File: src/rtl/ram_sync_param.sv
// Parameterised single-port synchronous RAM: registered read with valid strobe, post-reset clear
// sweep, out-of-range detection. Define RAM_PARITY_EN to add per-word even parity and a perr check.
module ram_sync_param #(
  parameter int unsigned       DATA_W  = 8,
  parameter int unsigned       ADDR_W  = 8,
  parameter int unsigned       DEPTH   = 256,
  parameter logic [DATA_W-1:0] CLR_VAL = '0
) (
  input  logic              clk,
  input  logic              rst,
  input  logic              read,
  input  logic              write,
  input  logic [ADDR_W-1:0] address,
  input  logic [DATA_W-1:0] data,
  output logic [DATA_W-1:0] out,
  output logic              rvalid,
  output logic              busy,
  output logic              err,
  output logic              perr
);

  localparam int unsigned       IDX_W    = (DEPTH > 1) ? $clog2(DEPTH) : 1;
  localparam int unsigned       CMP_W    = ADDR_W + 1;
  localparam logic [CMP_W-1:0]  DEPTH_C  = CMP_W'(DEPTH);
  localparam logic [IDX_W-1:0]  LAST_IDX = IDX_W'(DEPTH - 1);

  typedef enum logic {ST_CLEAR, ST_IDLE} state_e;

  state_e              state_q, state_d;
  logic [IDX_W-1:0]    ptr_q, ptr_d;
  logic                busy_q, busy_d;
  logic [DATA_W-1:0]   out_q, out_d;
  logic                rvalid_q, rvalid_d;
  logic                err_q, err_d;
  logic                perr_q, perr_d;

  logic [DATA_W-1:0]   mem_q [DEPTH];
  logic                mem_we_c;
  logic [IDX_W-1:0]    mem_widx_c;
  logic [DATA_W-1:0]   mem_wdata_c;

  logic                in_range_c;
  logic [IDX_W-1:0]    idx_c;
  logic [DATA_W-1:0]   rd_word_c;
  logic                rd_perr_c;

  assign in_range_c = ({1'b0, address} < DEPTH_C);
  assign idx_c      = IDX_W'(address);
  assign rd_word_c  = mem_q[idx_c];

  // Sweep writes CLR_VAL once per cycle; IDLE serves requests, read-first on collisions.
  always_comb begin
    state_d     = state_q;
    ptr_d       = ptr_q;
    busy_d      = busy_q;
    out_d       = out_q;
    rvalid_d    = 1'b0;
    err_d       = 1'b0;
    perr_d      = 1'b0;
    mem_we_c    = 1'b0;
    mem_widx_c  = ptr_q;
    mem_wdata_c = CLR_VAL;
    case (state_q)
      ST_CLEAR: begin
        mem_we_c = 1'b1;
        busy_d   = 1'b1;
        ptr_d    = ptr_q + 1'b1;
        if (ptr_q == LAST_IDX) begin
          state_d = ST_IDLE;
          busy_d  = 1'b0;
          ptr_d   = '0;
        end
      end
      ST_IDLE: begin
        busy_d = 1'b0;
        if (read) begin
          rvalid_d = 1'b1;
          out_d    = in_range_c ? rd_word_c : '0;
          perr_d   = in_range_c & rd_perr_c;
        end
        if ((read || write) && !in_range_c) err_d = 1'b1;
        if (write && in_range_c) begin
          mem_we_c    = 1'b1;
          mem_widx_c  = idx_c;
          mem_wdata_c = data;
        end
      end
      default: begin
        state_d = ST_CLEAR;
        ptr_d   = '0;
        busy_d  = 1'b1;
      end
    endcase
  end

  always_ff @(posedge clk) begin
    if (!rst) begin
      state_q  <= ST_CLEAR;
      ptr_q    <= '0;
      busy_q   <= 1'b1;
      out_q    <= '0;
      rvalid_q <= 1'b0;
      err_q    <= 1'b0;
      perr_q   <= 1'b0;
    end else begin
      state_q  <= state_d;
      ptr_q    <= ptr_d;
      busy_q   <= busy_d;
      out_q    <= out_d;
      rvalid_q <= rvalid_d;
      err_q    <= err_d;
      perr_q   <= perr_d;
    end
  end

  // Storage has no reset; nothing is written while rst is low.
  always_ff @(posedge clk) begin
    if (rst && mem_we_c) mem_q[mem_widx_c] <= mem_wdata_c;
  end

`ifdef RAM_PARITY_EN
  logic par_q [DEPTH];
  logic par_inj;

  // Test hook: while set, writes store inverted parity.
  task automatic set_par_inj(input logic v);
    par_inj = v;
  endtask

  always_ff @(posedge clk) begin
    if (rst && mem_we_c) par_q[mem_widx_c] <= (^mem_wdata_c) ^ par_inj;
  end

  assign rd_perr_c = par_q[idx_c] ^ (^rd_word_c);
`else
  assign rd_perr_c = 1'b0;
`endif

  assign out    = out_q;
  assign rvalid = rvalid_q;
  assign busy   = busy_q;
  assign err    = err_q;
  assign perr   = perr_q;

endmodule

File: config.mk
export PLATFORM = sky130hd
export DESIGN_NAME = ram_sync_param
export DESIGN_NICKNAME = d
export VERILOG_FILES = /design/src/rtl/ram_sync_param.sv
export SDC_FILE = /design/constraint.sdc
export NUM_CORES = 2
export LEC_CHECK = 0
export CELL_PAD_IN_SITES_DETAIL_PLACEMENT = 1
export CELL_PAD_IN_SITES_GLOBAL_PLACEMENT = 1
export CORE_MARGIN = 1
export CORE_UTILIZATION = 45
export CTS_CLUSTER_DIAMETER = 200
export DETAILED_ROUTE_END_ITERATION = 8
export GPL_TIMING_DRIVEN = 0
export HOLD_SLACK_MARGIN = 0.12
export MAX_ROUTING_LAYER = met4
export PLACE_DENSITY_LB_ADDON = 0.1
export SYNTH_ARGS = -nofsm -noshare
export SYNTH_HDL_FRONTEND = slang
export SYNTH_SLANG_ARGS = --single-unit
export TNS_END_PERCENT = 20
File: constraint.sdc
create_clock -name clk -period 5.6 [get_ports clk]
set_input_delay 0.84 -clock clk [delete_from_list [all_inputs] [get_ports clk]]
set_output_delay 0.84 -clock clk [all_outputs]
set_load 0.03 [all_outputs]
# Word level (Yosys, flattened, before mapping)
# Memories as Yosys holds them, arrays and structs flattened. A register that Yosys moved wholly into a read port is not among the register bits.
# Cells that the tools add are included.
# op_classes
n_addsub,1
eq_ne,1
n_mux,14
bitwise,1
reduce_logical,4
# op_table
operator,n
8-bit two-way mux,5
8-bit by 1-bit adder with 8-bit output (second input constant),1
8-bit == test (second input constant),1
1-bit two-way mux,7
1-bit one-hot mux with 2 select lines,2
2-bit AND reduction,2
1-bit logical AND,1
1-bit logical NOT,1
1-bit NOT,1
# totals
ff_bits,11
mem_bits_rw,2048
in_bits,20
n_memories,1
# mem_list
name,words,width,read_ports,rd_ports_with_merged_regs,write_ports,line,text
mem_q,256,8,1,1,1,37,logic [DATA_W-1:0] mem_q [DEPTH];

# Depth between registers and ports, before layout
# depth
depth_word,5
mapped_depth,13
ltp_nobuf,7

# Worst setup path before layout
# No wires, ideal clock.
# synth_path
path_kind,input to register
startpoint,in write
endpoint,"mem mem_q[0][0], data pin"
t_arrival_ns,4.401
required_ns,4.727
setup_slack_ns,0.326
cell_stages,2
path_cell_list,clkbuf_1 and3_1
# synth_via
elab_chain_cells,2
# synth_lines
element,line,text
start: declaration,12,"input logic write,"
8-bit two-way mux,82,if (write && in_range_c) begin
8-bit two-way mux,63,case (state_q)
named net mem_wdata_c[0],40,logic [DATA_W-1:0] mem_wdata_c;
end: declaration,37,
# The timed path passes the listed nets, and every way through them passes these cells.

# Worst setup path in the final report
# layout_path
startpoint,in address[6]
endpoint,mem mem_q[200][2] (enable)
# layout_via
elab_chain_cells,2
# layout_lines
element,line,text
start: declaration,13,"input logic [ADDR_W-1:0] address,"
8-bit two-way mux,82,
8-bit two-way mux,63,
# Every way passes these cells.

==> flow_summary_export.csv <==
group,metric,value,unit
logic_synthesis,synth_top_family_by_area,"multiplexers",
grt,grt-ovfl-total,0,
pwr,total_power,32.1,mW
min_path,holdPathEnd,"out[2]",
min_path,hold_path.class,"reg2reg",
logic_synthesis,avgSynthCellArea,20.1,sq um
floorplan,die_x,426,um
grt,grt_use_met1,0.452,
clock_tree,cts_tree,"built",
drt,vias,44631,
logic_synthesis,ys.warnings.count,0,
floorplan,design.die.area,182000,sq um
drt,wire_per_inst,44.0,um
clock_tree,cts_hold_buf,0,
setup_path,max_stage_delay,1020,ps
min_path,holdPathStages,1,
timing,skew,50.3,ps
setup_path,cp_max_fo,10,
clock_tree,cts_max_path_buffers,3,
setup_path,reg2reg_slack,1150,ps
status,violations,"max-capacitance violations, max-slew violations, negative setup slack",
grt,grtUsageMet3,0.0761,
grt,grt_max_degree,93,
floorplan,num_io_pins,32,
pwr,pwr_density_cell,350,nW/um^2
finish,syn_to_final_growth,13.1,%
setup_path,crit_top_cell,"clkbuf_1",
setup_path,cp-end-kind,"register",
pwr,power.leakage,28.3,nW
timing,hold_violations,0,
clock_tree,cts_max_level,4,
drt,drt_iter0_markers,6866,
pwr,vdd_drop_max,0.295,mV
logic_synthesis,ys_ff_latch,2067,
timing,period_share,1.04,
finish,nFillCells,15759,
setup_path,critPathKind,"in2reg",
grt,grt_busiest_layer,"met2",
setup_path,critPathRequiredTime,6090,ps
logic_synthesis,synth.area.mux_share,0.144,
floorplan,core_area,179000,sq um
setup_path,r2r-start,"state_q",
finish,fin_util,0.513,
floorplan,rows,155,
placement,port-buffer-count,27,
finish,num-nets-final,4311,
timing,report.final.slew_viol_count,44,
setup_path,path_buf_inv,5,
clock_tree,clk_latency,880,ps
grt,antenna_found_initial,20,
logic_synthesis,synthAdderAreaFrac,0.000154,
timing,final.setup.worst_slack,-216,ps
setup_path,r2r-end,"mem_q[65][2]",
drt,drc,0,
drt,via_per_inst,6.54,
clock_tree,cts.sinks,2067,
logic_synthesis,synth.cell_area,81000,sq um
grt,use_met2,0.509,
setup_path,ff2ff_path_depth,6,
placement,place_hpwl,203000,um
timing,max_clock_freq,172,MHz
clock_tree,cts_setup_buffers,0,
timing,slew_headroom,-0.0848,
logic_synthesis,yosysSeqAreaShare,0.764,
grt,track_usage,0.341,
grt,grt_pass1_vias,43368,
drt,route.final.wire_length,300000,um
clock_tree,clkTransAtPathRegs,60,ps
floorplan,initial_core_util,0.454,
setup_path,cpMaxStageDelayCell,"nor2_1",
timing,period_needed,5820,ps
logic_synthesis,synth_edf_count,2048,
timing,fin_hold_ws,552,ps
clock_tree,cts_buffers,211,
flow_run,max-cap-violations,4,
setup_path,crit_family,"buffers and inverters",
drt,drt-pass1-iter-count,6,
clock_tree,cts_root_buf,"clkbuf_16",
logic_synthesis,synth_flop_cell,"edfxtp_1",
min_path,hp-start,"out[2]",
timing,rsz0062_at_grt,"yes",
setup_path,path_cells,"clkdlybuf4s50_1, buf_2, clkbuf_1, clkbuf_1, nand3_1, nand2_1, nand3_1, clkbuf_1, nor2_1",
logic_synthesis,synth-async-reset-ratio,0,
drt,ant_nets,0,
logic_synthesis,synth_compound_area_frac,0.0406,
setup_path,cp-start-kind,"input port",
logic_synthesis,synth_xor_area_frac,0.000432,
setup_path,crit_arrival,6310,ps
logic_synthesis,synth.distinct_cells,76,
timing,worst_pin_slew,1630,ps
status,outcome,"finished with violations",
timing,setup_viol,317,
placement,gp_congestion,0.936,
floorplan,die_h,426,um
finish,drive_gt1_frac,0.188,
logic_synthesis,syn_inst,4023,
logic_synthesis,yosys.area_share.simple,0.0287,
grt,grt_pass1_wl,395000,um
-- registers in the layout, indices dropped and copies added (netlist names) --
| signal | count |
|---|---|
| out | 8 |
| ptr_q | 8 |
| busy | 1 |
| mem_q | 2048 |
| state_q | 1 |
| rvalid | 1 |
-- layer usage --
layer	wire length, um	vias to the layer above
li1	-	17275
met1	118000	24210
met2	138000	2593
met3	29400	553
met4	14200	0
met5	0	-
-- layout make-up --
| type | count | area, sq um | area share |
|---|---|---|---|
| flip-flops and latches | 2067 | 61900 | 0.675 |
| inverters | 4 | 15.0 | 0.000164 |
| well taps | 2355 | 2950 | 0.0321 |
| diodes | 5 | 12.5 | 0.000137 |
| plain buffers | 244 | 1810 | 0.0198 |
| clock buffers | 268 | 5560 | 0.0606 |
| repair buffers | 54 | 946 | 0.0103 |
| multi-input cells | 1708 | 17400 | 0.190 |
| clock inverters | 121 | 1040 | 0.0113 |
-- through the flow --
step | setup slack [ps] | setup TNS [ps] | cell area [sq um] | std cells
2_1_floorplan | 326 | 0 | 81000 | 4024
3_3_place_gp | -5840 | - | 84200 | 6406
3_5_place_dp | -1760 | -1297470 | 85000 | 6433
4_1_cts | 11.3 | 0 | 91600 | 6821
5_1_grt | -40.6 | -522 | 91600 | 6825
6_report | -216 | -27680 | 91700 | 6826
-- power breakdown --
part	internal, mW	leakage (nW)	total, mW	switching (mW)
sequential	16.8	18.1	16.8	0.00514
combinational	0.461	7.04	1.61	1.14
clock	7.65	3.21	13.8	6.10
-- how the worst max path moves through the flow --
| stage | start | endpoint | slack (ps) | depth (start not counted) |
|---|---|---|---|---|
| 6_report | address[6] | mem_q[200][2] | -220 | 9 |
| 5_1_grt | address[6] | mem_q[217][6] | -40 | 9 |
| 4_1_cts | address[6] | mem_q[200][2] | 10 | 9 |
| 3_5_place_dp | address[1] | mem_q[135][2] | -1760 | 11 |
| 3_3_place_gp | write | mem_q[44][3] | -5840 | 3 |
| 2_1_floorplan | write | mem_q[0][0] | 330 | 2 |
-- synth_stat cells, drive strengths merged (2+ instances only) --
master,count,share of area
nor4,10,0.00077
a221oi,9,0.0011
a211o,7,0.00076
clkbuf,86,0.0043
or3,11,0.00085
xnor2,2,0.00022
a31oi,8,0.00062
or4,4,0.00039
a21oi,61,0.0038
edfxtp,2048,0.76
nor3b,2,0.00019
nand3b,13,0.0012
nand2b,6,0.00046
a22o,5,0.00054
a2111oi,7,0.00083
a311oi,3,0.00032
dfxtp,19,0.0047
o221ai,70,0.0076
mux2i,340,0.042
nor2,282,0.013
a221o,2,0.00025
o21ai,47,0.0029
a22oi,65,0.0060
and3,11,0.00085
o311ai,3,0.00032
o31ai,8,0.00093
o2111ai,3,0.00032
o22ai,115,0.0089
nor3,21,0.0013
nand3,42,0.0026
and2,11,0.00086
nor2b,6,0.00046
buf,158,0.018
nand4,5,0.00039
a21boi,4,0.00037
xor2,2,0.00022
mux4,360,0.10
nand2,103,0.0048
inv,3,0.00014
or3b,3,0.00032
a211oi,45,0.0042
-- cells by family (layout without fill, tap and decap cells) --
kind of cell / count (synthesis) / in the layout
compound gates: 468 / 468
mux: 701 / 701
fa+ha+maj: 1 / 1
simple gates: 532 / 532
other cells: 1 / 7
xor+xnor: 4 / 4
flops: 2067 / 2067
buf+inv: 249 / 691
-- what timing repair did --
item	in CTS	in global routing
gates resized for setup	23	1
endpoints found under the setup margin	508	24
pin swaps	0	0
-- cells in the final DEF, fill, tap and decap left out, types with 8 or more instances in the layout --
| master | n |
|---|---|
| a211oi_1 | 44 |
| a21oi_1 | 61 |
| a22oi_1 | 65 |
| a31oi_1 | 8 |
| and2_1 | 10 |
| and3_4 | 8 |
| buf_12 | 17 |
| buf_16 | 22 |
| buf_2 | 62 |
| buf_4 | 23 |
| buf_6 | 42 |
| buf_8 | 13 |
| bufinv_16 | 14 |
| clkbuf_1 | 124 |
| clkbuf_16 | 214 |
| clkbuf_2 | 12 |
| clkdlybuf4s50_1 | 27 |
| clkinv_1 | 65 |
| clkinv_2 | 29 |
| dfxtp_1 | 19 |
| edfxtp_1 | 2048 |
| mux2i_1 | 340 |
| mux4_1 | 36 |
| mux4_2 | 324 |
| nand2_1 | 102 |
| nand3_1 | 42 |
| nand3b_1 | 13 |
| nor2_1 | 260 |
| nor2_2 | 22 |
| nor3_1 | 20 |
| nor4_1 | 10 |
| o21ai_0 | 39 |
| o221ai_1 | 69 |
| o22ai_1 | 115 |
| or3_1 | 11 |
Power figures use the tool's default switching activity.
